==> src/rtl/alu_exec_unit.sv <==
// -----------------------------------------------------------------------------
// alu_exec_unit
// -----------------------------------------------------------------------------
// Purpose:
//   Execute-stage ALU of the MIPS datapath. It takes one operation per
//   i_valid/o_ready handshake. Logic, arithmetic, compare and lui complete with
//   1-cycle latency. Shifts use a 1-bit iterative shifter, so a shift by n takes
//   n+1 cycles. A shift by 0 completes in 1 cycle like any other operation.
//
// Parameters:
//   NB_DATA        operand/result width
//   NB_ALU_CONTROL ALU operation code width
//   NB_SHAMT       shift-amount width
//
// Ports:
//   i_clock      clock; all state changes on the rising edge
//   i_reset      synchronous, active-high reset
//   i_valid      operation request; accepted when i_valid && o_ready
//   i_alu_code   operation code
//   i_dato_a     operand A (rs)
//   i_dato_b     operand B (rt or extended immediate)
//   i_shamt      shift amount taken from the instruction
//   i_shift_var  1: shift amount = i_dato_a[NB_SHAMT-1:0], 0: i_shamt
//   o_ready      unit can accept an operation (low while a shift is running)
//   o_valid      one-cycle pulse; o_result/o_zero hold a new result
//   o_result     last completed result
//   o_zero       o_result == 0
// -----------------------------------------------------------------------------
module alu_exec_unit #(
   parameter int unsigned NB_DATA        = 32,
   parameter int unsigned NB_ALU_CONTROL = 4,
   parameter int unsigned NB_SHAMT       = 5
) (
   input  logic                      i_clock,
   input  logic                      i_reset,
   input  logic                      i_valid,
   input  logic [NB_ALU_CONTROL-1:0] i_alu_code,
   input  logic [NB_DATA-1:0]        i_dato_a,
   input  logic [NB_DATA-1:0]        i_dato_b,
   input  logic [NB_SHAMT-1:0]       i_shamt,
   input  logic                      i_shift_var,
   output logic                      o_ready,
   output logic                      o_valid,
   output logic [NB_DATA-1:0]        o_result,
   output logic                      o_zero
);

   // ---------------------------------------------------------------------------
   // Operation codes
   // ---------------------------------------------------------------------------
   localparam logic [NB_ALU_CONTROL-1:0] OP_SLL  = 4'b0000;
   localparam logic [NB_ALU_CONTROL-1:0] OP_SRL  = 4'b0001;
   localparam logic [NB_ALU_CONTROL-1:0] OP_SRA  = 4'b0010;
   localparam logic [NB_ALU_CONTROL-1:0] OP_LUI  = 4'b0011;
   localparam logic [NB_ALU_CONTROL-1:0] OP_ADDU = 4'b0110;
   localparam logic [NB_ALU_CONTROL-1:0] OP_SUBU = 4'b0111;
   localparam logic [NB_ALU_CONTROL-1:0] OP_AND  = 4'b1000;
   localparam logic [NB_ALU_CONTROL-1:0] OP_OR   = 4'b1001;
   localparam logic [NB_ALU_CONTROL-1:0] OP_XOR  = 4'b1010;
   localparam logic [NB_ALU_CONTROL-1:0] OP_NOR  = 4'b1011;
   localparam logic [NB_ALU_CONTROL-1:0] OP_SLT  = 4'b1100;

   // Shift kind kept while iterating (low two bits of the shift opcodes)
   localparam logic [1:0] SH_LEFT  = 2'b00;
   localparam logic [1:0] SH_RIGHT = 2'b01;

   // ---------------------------------------------------------------------------
   // FSM states
   // ---------------------------------------------------------------------------
   localparam logic ST_IDLE  = 1'b0;
   localparam logic ST_SHIFT = 1'b1;

   // ---------------------------------------------------------------------------
   // Registers
   // ---------------------------------------------------------------------------
   logic                r_state;
   logic [NB_DATA-1:0]  r_work;
   logic [NB_SHAMT-1:0] r_count;
   logic [1:0]          r_shift_op;
   logic [NB_DATA-1:0]  r_result;
   logic                r_zero;
   logic                r_valid;

   // ---------------------------------------------------------------------------
   // Wires
   // ---------------------------------------------------------------------------
   logic                w_accept;
   logic                w_is_shift;
   logic [NB_SHAMT-1:0] w_shift_amt;
   logic                w_start_shift;
   logic [NB_DATA-1:0]  w_alu_result;
   logic [NB_DATA-1:0]  w_work_step;
   logic                w_last_step;

   logic                w_state_next;
   logic [NB_DATA-1:0]  w_work_next;
   logic [NB_SHAMT-1:0] w_count_next;
   logic [1:0]          w_shift_op_next;
   logic [NB_DATA-1:0]  w_result_next;
   logic                w_zero_next;
   logic                w_valid_next;

   // ---------------------------------------------------------------------------
   // Handshake and operation decode
   // ---------------------------------------------------------------------------
   assign o_ready  = (r_state == ST_IDLE);
   assign w_accept = i_valid && o_ready;

   assign w_is_shift = (i_alu_code == OP_SLL) || (i_alu_code == OP_SRL) ||
                       (i_alu_code == OP_SRA);

   assign w_shift_amt = i_shift_var ? i_dato_a[NB_SHAMT-1:0] : i_shamt;

   // Shift by zero bypasses the iterative shifter and finishes like a 1-cycle op
   assign w_start_shift = w_accept && w_is_shift && (w_shift_amt != '0);

   // ---------------------------------------------------------------------------
   // Single-cycle datapath
   // ---------------------------------------------------------------------------
   always_comb begin
      w_alu_result = '0;
      case (i_alu_code)
         OP_SLL,
         OP_SRL,
         OP_SRA:  w_alu_result = i_dato_b;  // only reached with amount 0
         OP_LUI:  w_alu_result = i_dato_b << 16;
         OP_ADDU: w_alu_result = i_dato_a + i_dato_b;
         OP_SUBU: w_alu_result = i_dato_a - i_dato_b;
         OP_AND:  w_alu_result = i_dato_a & i_dato_b;
         OP_OR:   w_alu_result = i_dato_a | i_dato_b;
         OP_XOR:  w_alu_result = i_dato_a ^ i_dato_b;
         OP_NOR:  w_alu_result = ~(i_dato_a | i_dato_b);
         OP_SLT:  w_alu_result = {{(NB_DATA-1){1'b0}},
                                  ($signed(i_dato_a) < $signed(i_dato_b))};
         default: w_alu_result = '0;
      endcase
   end

   // ---------------------------------------------------------------------------
   // One-bit shift step
   // ---------------------------------------------------------------------------
   always_comb begin
      w_work_step = r_work;
      case (r_shift_op)
         SH_LEFT:  w_work_step = {r_work[NB_DATA-2:0], 1'b0};
         SH_RIGHT: w_work_step = {1'b0, r_work[NB_DATA-1:1]};
         default:  w_work_step = {r_work[NB_DATA-1], r_work[NB_DATA-1:1]};
      endcase
   end

   assign w_last_step = (r_count == {{(NB_SHAMT-1){1'b0}}, 1'b1});

   // ---------------------------------------------------------------------------
   // Next-state logic
   // ---------------------------------------------------------------------------
   always_comb begin
      w_state_next    = r_state;
      w_work_next     = r_work;
      w_count_next    = r_count;
      w_shift_op_next = r_shift_op;
      w_result_next   = r_result;
      w_zero_next     = r_zero;
      w_valid_next    = 1'b0;

      case (r_state)
         ST_IDLE: begin
            if (w_start_shift) begin
               w_state_next    = ST_SHIFT;
               w_work_next     = i_dato_b;
               w_count_next    = w_shift_amt;
               w_shift_op_next = i_alu_code[1:0];
            end else if (w_accept) begin
               w_result_next = w_alu_result;
               w_zero_next   = (w_alu_result == '0);
               w_valid_next  = 1'b1;
            end
         end

         ST_SHIFT: begin
            w_work_next  = w_work_step;
            w_count_next = r_count - 1'b1;
            if (w_last_step) begin
               w_state_next  = ST_IDLE;
               w_result_next = w_work_step;
               w_zero_next   = (w_work_step == '0);
               w_valid_next  = 1'b1;
            end
         end

         default: begin
            w_state_next = ST_IDLE;
         end
      endcase
   end

   // ---------------------------------------------------------------------------
   // State registers
   // ---------------------------------------------------------------------------
   always_ff @(posedge i_clock) begin
      if (i_reset) begin
         r_state    <= ST_IDLE;
         r_work     <= '0;
         r_count    <= '0;
         r_shift_op <= SH_LEFT;
         r_result   <= '0;
         r_zero     <= 1'b1;
         r_valid    <= 1'b0;
      end else begin
         r_state    <= w_state_next;
         r_work     <= w_work_next;
         r_count    <= w_count_next;
         r_shift_op <= w_shift_op_next;
         r_result   <= w_result_next;
         r_zero     <= w_zero_next;
         r_valid    <= w_valid_next;
      end
   end

   assign o_valid  = r_valid;
   assign o_result = r_result;
   assign o_zero   = r_zero;

endmodule

==> config.mk <==
export PLATFORM = sky130hd
export DESIGN_NAME = alu_exec_unit
export DESIGN_NICKNAME = d
export VERILOG_FILES = /design/src/rtl/alu_exec_unit.sv
export SDC_FILE = /design/constraint.sdc
export NUM_CORES = 1
export LEC_CHECK = 0
export CORE_MARGIN = 2
export CORE_UTILIZATION = 30
export CTS_CLUSTER_DIAMETER = 200
export DETAILED_ROUTE_END_ITERATION = 7
export PLACE_DENSITY = 0.54
export SLEW_MARGIN = 20
export SYNTH_ARGS = -nofsm -noshare
export SYNTH_HDL_FRONTEND = slang
export SYNTH_SLANG_ARGS = --single-unit
==> constraint.sdc <==
create_clock -name i_clock -period 4.8 [get_ports i_clock]
set_clock_uncertainty 0.15 [all_clocks]
set_input_delay 1.2 -clock i_clock [delete_from_list [all_inputs] [get_ports i_clock]]
set_output_delay 1.2 -clock i_clock [all_outputs]
set_load 0.1 [all_outputs]
==> results.json <==
{
  "status": "completed",
  "crit_start": "i_dato_b[2]",
  "clockBufferDepth": 2,
  "place_congestion": 0.975,
  "start_util_pct": 30.6,
  "drc": 0,
  "rows": 67,
  "start_kind": "input pin",
  "p_clk_share_pct": 23.8,
  "setup_tns_ns": 0,
  "track_usage_pct": 26.8,
  "path_buf_inv": 4,
  "crit_path_top_delay_cell": "or4_4",
  "maxCapViolations": 0,
  "critPathMostFrequentCell": "buf_4",
  "r2r-start": "r_count[0]",
  "slew_violations": 0,
  "ys_ff_latch": 74,
  "vias": 12800,
  "nets": 1985,
  "syn_to_final_growth_pct": 38.9,
  "synth_cell_types": 92,
  "numCtsBuffers": 9,
  "dieHeight_um": 189,
  "synth_ff_type": "dfxtp_1",
  "cp.required_ns": 4.90,
  "switching_share_pct": 42.3,
  "worstSetupEndpointType": "register",
  "vdd_drop_max_mv": 0.184,
  "fp.coreArea_sq_mm": 0.0336,
  "async_flop_share_pct": 0,
  "numPortBuffers": 111,
  "setup_violations": 0,
  "hold_violations": 0,
  "cp_top_family": "compound AO/OA/AOI/OAI gates",
  "clock-sinks": 74,
  "finalCritPeriodShare_pct": 97.2,
  "place_hpwl_um": 39000,
  "slowest_delay_ns": 0.58,
  "synth-edff-count": 0,
  "cts_tree": "yes",
  "syn_nets": 1666,
  "netlist_area_sq_mm": 0.0103,
  "worstSetupPathType": "input pin to register",
  "antenna_found_initial": 0,
  "synth.avg_cell_area_sq_um": 6.98,
  "dieArea_sq_mm": 0.0358,
  "layout_common_cells": "buf_4, nand2_1, nor2_1",
  "path_depth": 14,
  "grt_pass1_vias": 12400,
  "worst_slew_pin_slew_ns": 1.00,
  "grt_pass1_wl_um": 74300,
  "crit_arrival_ns": 4.76,
  "ff2ff_setup_slack_ns": 2.15,
  "post_route_cells_drive_above_1_share_pct": 21.8,
  "die_w_um": 189,
  "via_per_inst": 5.70,
  "hold_class": "register to register",
  "p_sw_mw": 1.30,
  "final_common_cell": "buf_4",
  "dpl_worst_slack_ns": -0.537,
  "syn_inst": 1472,
  "insertion_delay_ns": 0.34,
  "num_io_pins": 112,
  "regToRegEndpoint": "o_zero",
  "wirelength_um": 48800,
  "yosysWarnings": 0,
  "comb_power_share_pct": 54.1,
  "root_buffer": "clkbuf_16",
  "relSlewSlack_pct": 33.0,
  "reg2reg_depth": 10,
  "crit_path_cell_trace": "clkdlybuf4s50_1 > inv_1 > ha_1 > buf_4 > or4_4 > a21oi_2 > o2111ai_2 > a31oi_2 > buf_4 > o21bai_2 > o31a_1 > nand3_1 > o2111ai_1 > o41ai_2",
  "grt_start_max_net_pins": 76,
  "power_frac_seq_pct": 22.1,
  "p_total_mw": 3.08,
  "grt_overflow": 0,
  "crit_end": "o_zero",
  "drt-initial-drc-count": 1542,
  "clock.fmax_mhz": 214,
  "worstPathMaxFanout": 4,
  "firstDrtPassIters": 6,
  "h-tree-depth": 3,
  "fin_crit_ns": 4.67,
  "pwr_density_cell_mw_per_mm2": 216,
  "p_int_mw": 1.78,
  "layout_setup_ws_ns": 0.134,
  "ant_nets": 0,
  "clk_pin_slew_worst_paths_ns": 0.06,
  "post_drt_wl_per_cell_um": 21.8,
  "yosysSeqAreaShare_pct": 14.4,
  "p_leak_nw": 6.05
}
## worst register-to-register path, delay by kind of cell (launching register included)
| family | cells | cell delay, ns |
|---|---|---|
| DFF | 1 | 0.40 |
| AOI/OAI and AO/OA | 3 | 0.59 |
| adders and majority gates | 1 | 0.17 |
| and+or+nand+nor | 6 | 1.26 |
## final cells by class
type	count	area [sq um]
antenna	1	2.50
clock inverter	6	90.1
tap	448	561
sequential	74	1480
clock buffer	10	229
multi-input combinational	1187	8060
inverter	100	375
fill	3554	19300
timing repair buffer	419	3470
## stage by stage
stage / cell area [sq um] / cells / utilization [%] / hold slack (ns)
3_3_place_gp: 13800 / 2226 / 41.1 / 0.293
4_1_cts: 14200 / 2243 / 42.2 / 0.304
2_1_floorplan: 10300 / 1472 / - / 0.326
5_1_grt: 14300 / 2244 / 42.4 / 0.323
6_report: 14300 / 2245 / 42.5 / 0.299
3_5_place_dp: 13800 / 2226 / 41.1 / 0.297
## cell usage after synthesis (all sizes together) (7+ instances only)
| cell type | instances | share of area, % |
|---|---|---|
| xnor2 | 16 | 1.4 |
| a21o | 12 | 0.88 |
| dfxtp | 74 | 14 |
| nand4 | 20 | 1.2 |
| nor4 | 16 | 1.2 |
| a2111oi | 8 | 0.89 |
| and2 | 8 | 0.49 |
| a22oi | 8 | 0.58 |
| a31oi | 23 | 1.5 |
| a21oi | 142 | 7.1 |
| nor3 | 25 | 1.3 |
| o2111ai | 8 | 0.80 |
| and3 | 10 | 0.61 |
| a211oi | 35 | 2.7 |
| nand3 | 40 | 1.9 |
| nand2b | 10 | 0.61 |
| o31ai | 24 | 1.8 |
| a222oi | 11 | 1.1 |
| inv | 99 | 3.6 |
| o21bai | 9 | 0.73 |
| a221oi | 33 | 2.8 |
| or2 | 7 | 0.43 |
| or3 | 9 | 0.55 |
| nand2 | 171 | 6.2 |
| buf | 41 | 2.2 |
| ha | 115 | 14 |
| mux2i | 43 | 4.2 |
| o22ai | 18 | 1.1 |
| o221ai | 11 | 0.94 |
| nor2b | 10 | 0.63 |
| nor2 | 146 | 5.4 |
| clkbuf | 70 | 2.6 |
| o211ai | 27 | 2.0 |
| o21ai | 81 | 4.0 |
## power by group through the flow
stage                     logic (mW)  clock network (mW)  registers (mW)
after global routing            1.77               0.769           0.684
after CTS                       1.63               0.745           0.679
after global placement          1.62                   0           0.692
after detailed placement        1.62                   0           0.692
after floorplan                0.724                   0           0.854
final                           1.67               0.732           0.679
## kinds of logic (layout without fill, tap and decap cells)
kind of cell / after synthesis / after routing / synth area share, %
AOI/OAI and AO/OA: 516 / 516 / 34.9
and+or+nand+nor: 493 / 493 / 22.2
buffers and inverters: 211 / 535 / 8.39
adders and majority gates: 117 / 117 / 14.4
DFF: 74 / 74 / 14.4
muxes: 43 / 43 / 4.19
xor gates and xnor gates: 18 / 18 / 1.53
other: 0 / 1 / 0
## timing repair
| item | 4_1_cts | 5_1_grt |
|---|---|---|
| hold endpoints to repair | 0 | 0 |
| setup endpoints to repair | 1 | 2 |
| hold buffers | 0 | 0 |
| buffers inserted | 1 | 1 |
| pin swaps | 1 | 7 |
| resized for setup | 4 | 16 |
## flip-flops by register name, summed over array words and instances (netlist names)
register	count
r_count	5
o_zero	1
r_work	32
o_valid	1
r_shift_op	2
r_state	1
o_result	32
## worst min path at each step
stage,startpoint,endpoint,slack [ns],cells past startpoint
detailed placement,o_result[28],o_result[28],0.30,2
floorplan,r_shift_op[0],r_shift_op[0],0.33,2
finish,o_result[28],o_result[28],0.30,2
CTS,o_result[28],o_result[28],0.30,2
global placement,o_result[22],o_result[22],0.29,2
global route,o_result[22],o_result[22],0.32,2
## layer usage
layer / track usage [%] / part of all wire [%] / up-vias
met5: 0 / 0 / -
met4: 13.4 / 5.5 / 0
met3: 2.85 / 6.6 / 120
met2: 42.5 / 44 / 569
met1: 36.0 / 44 / 6066
li1: - / - / 6041
Power figures use the tool's default switching activity.
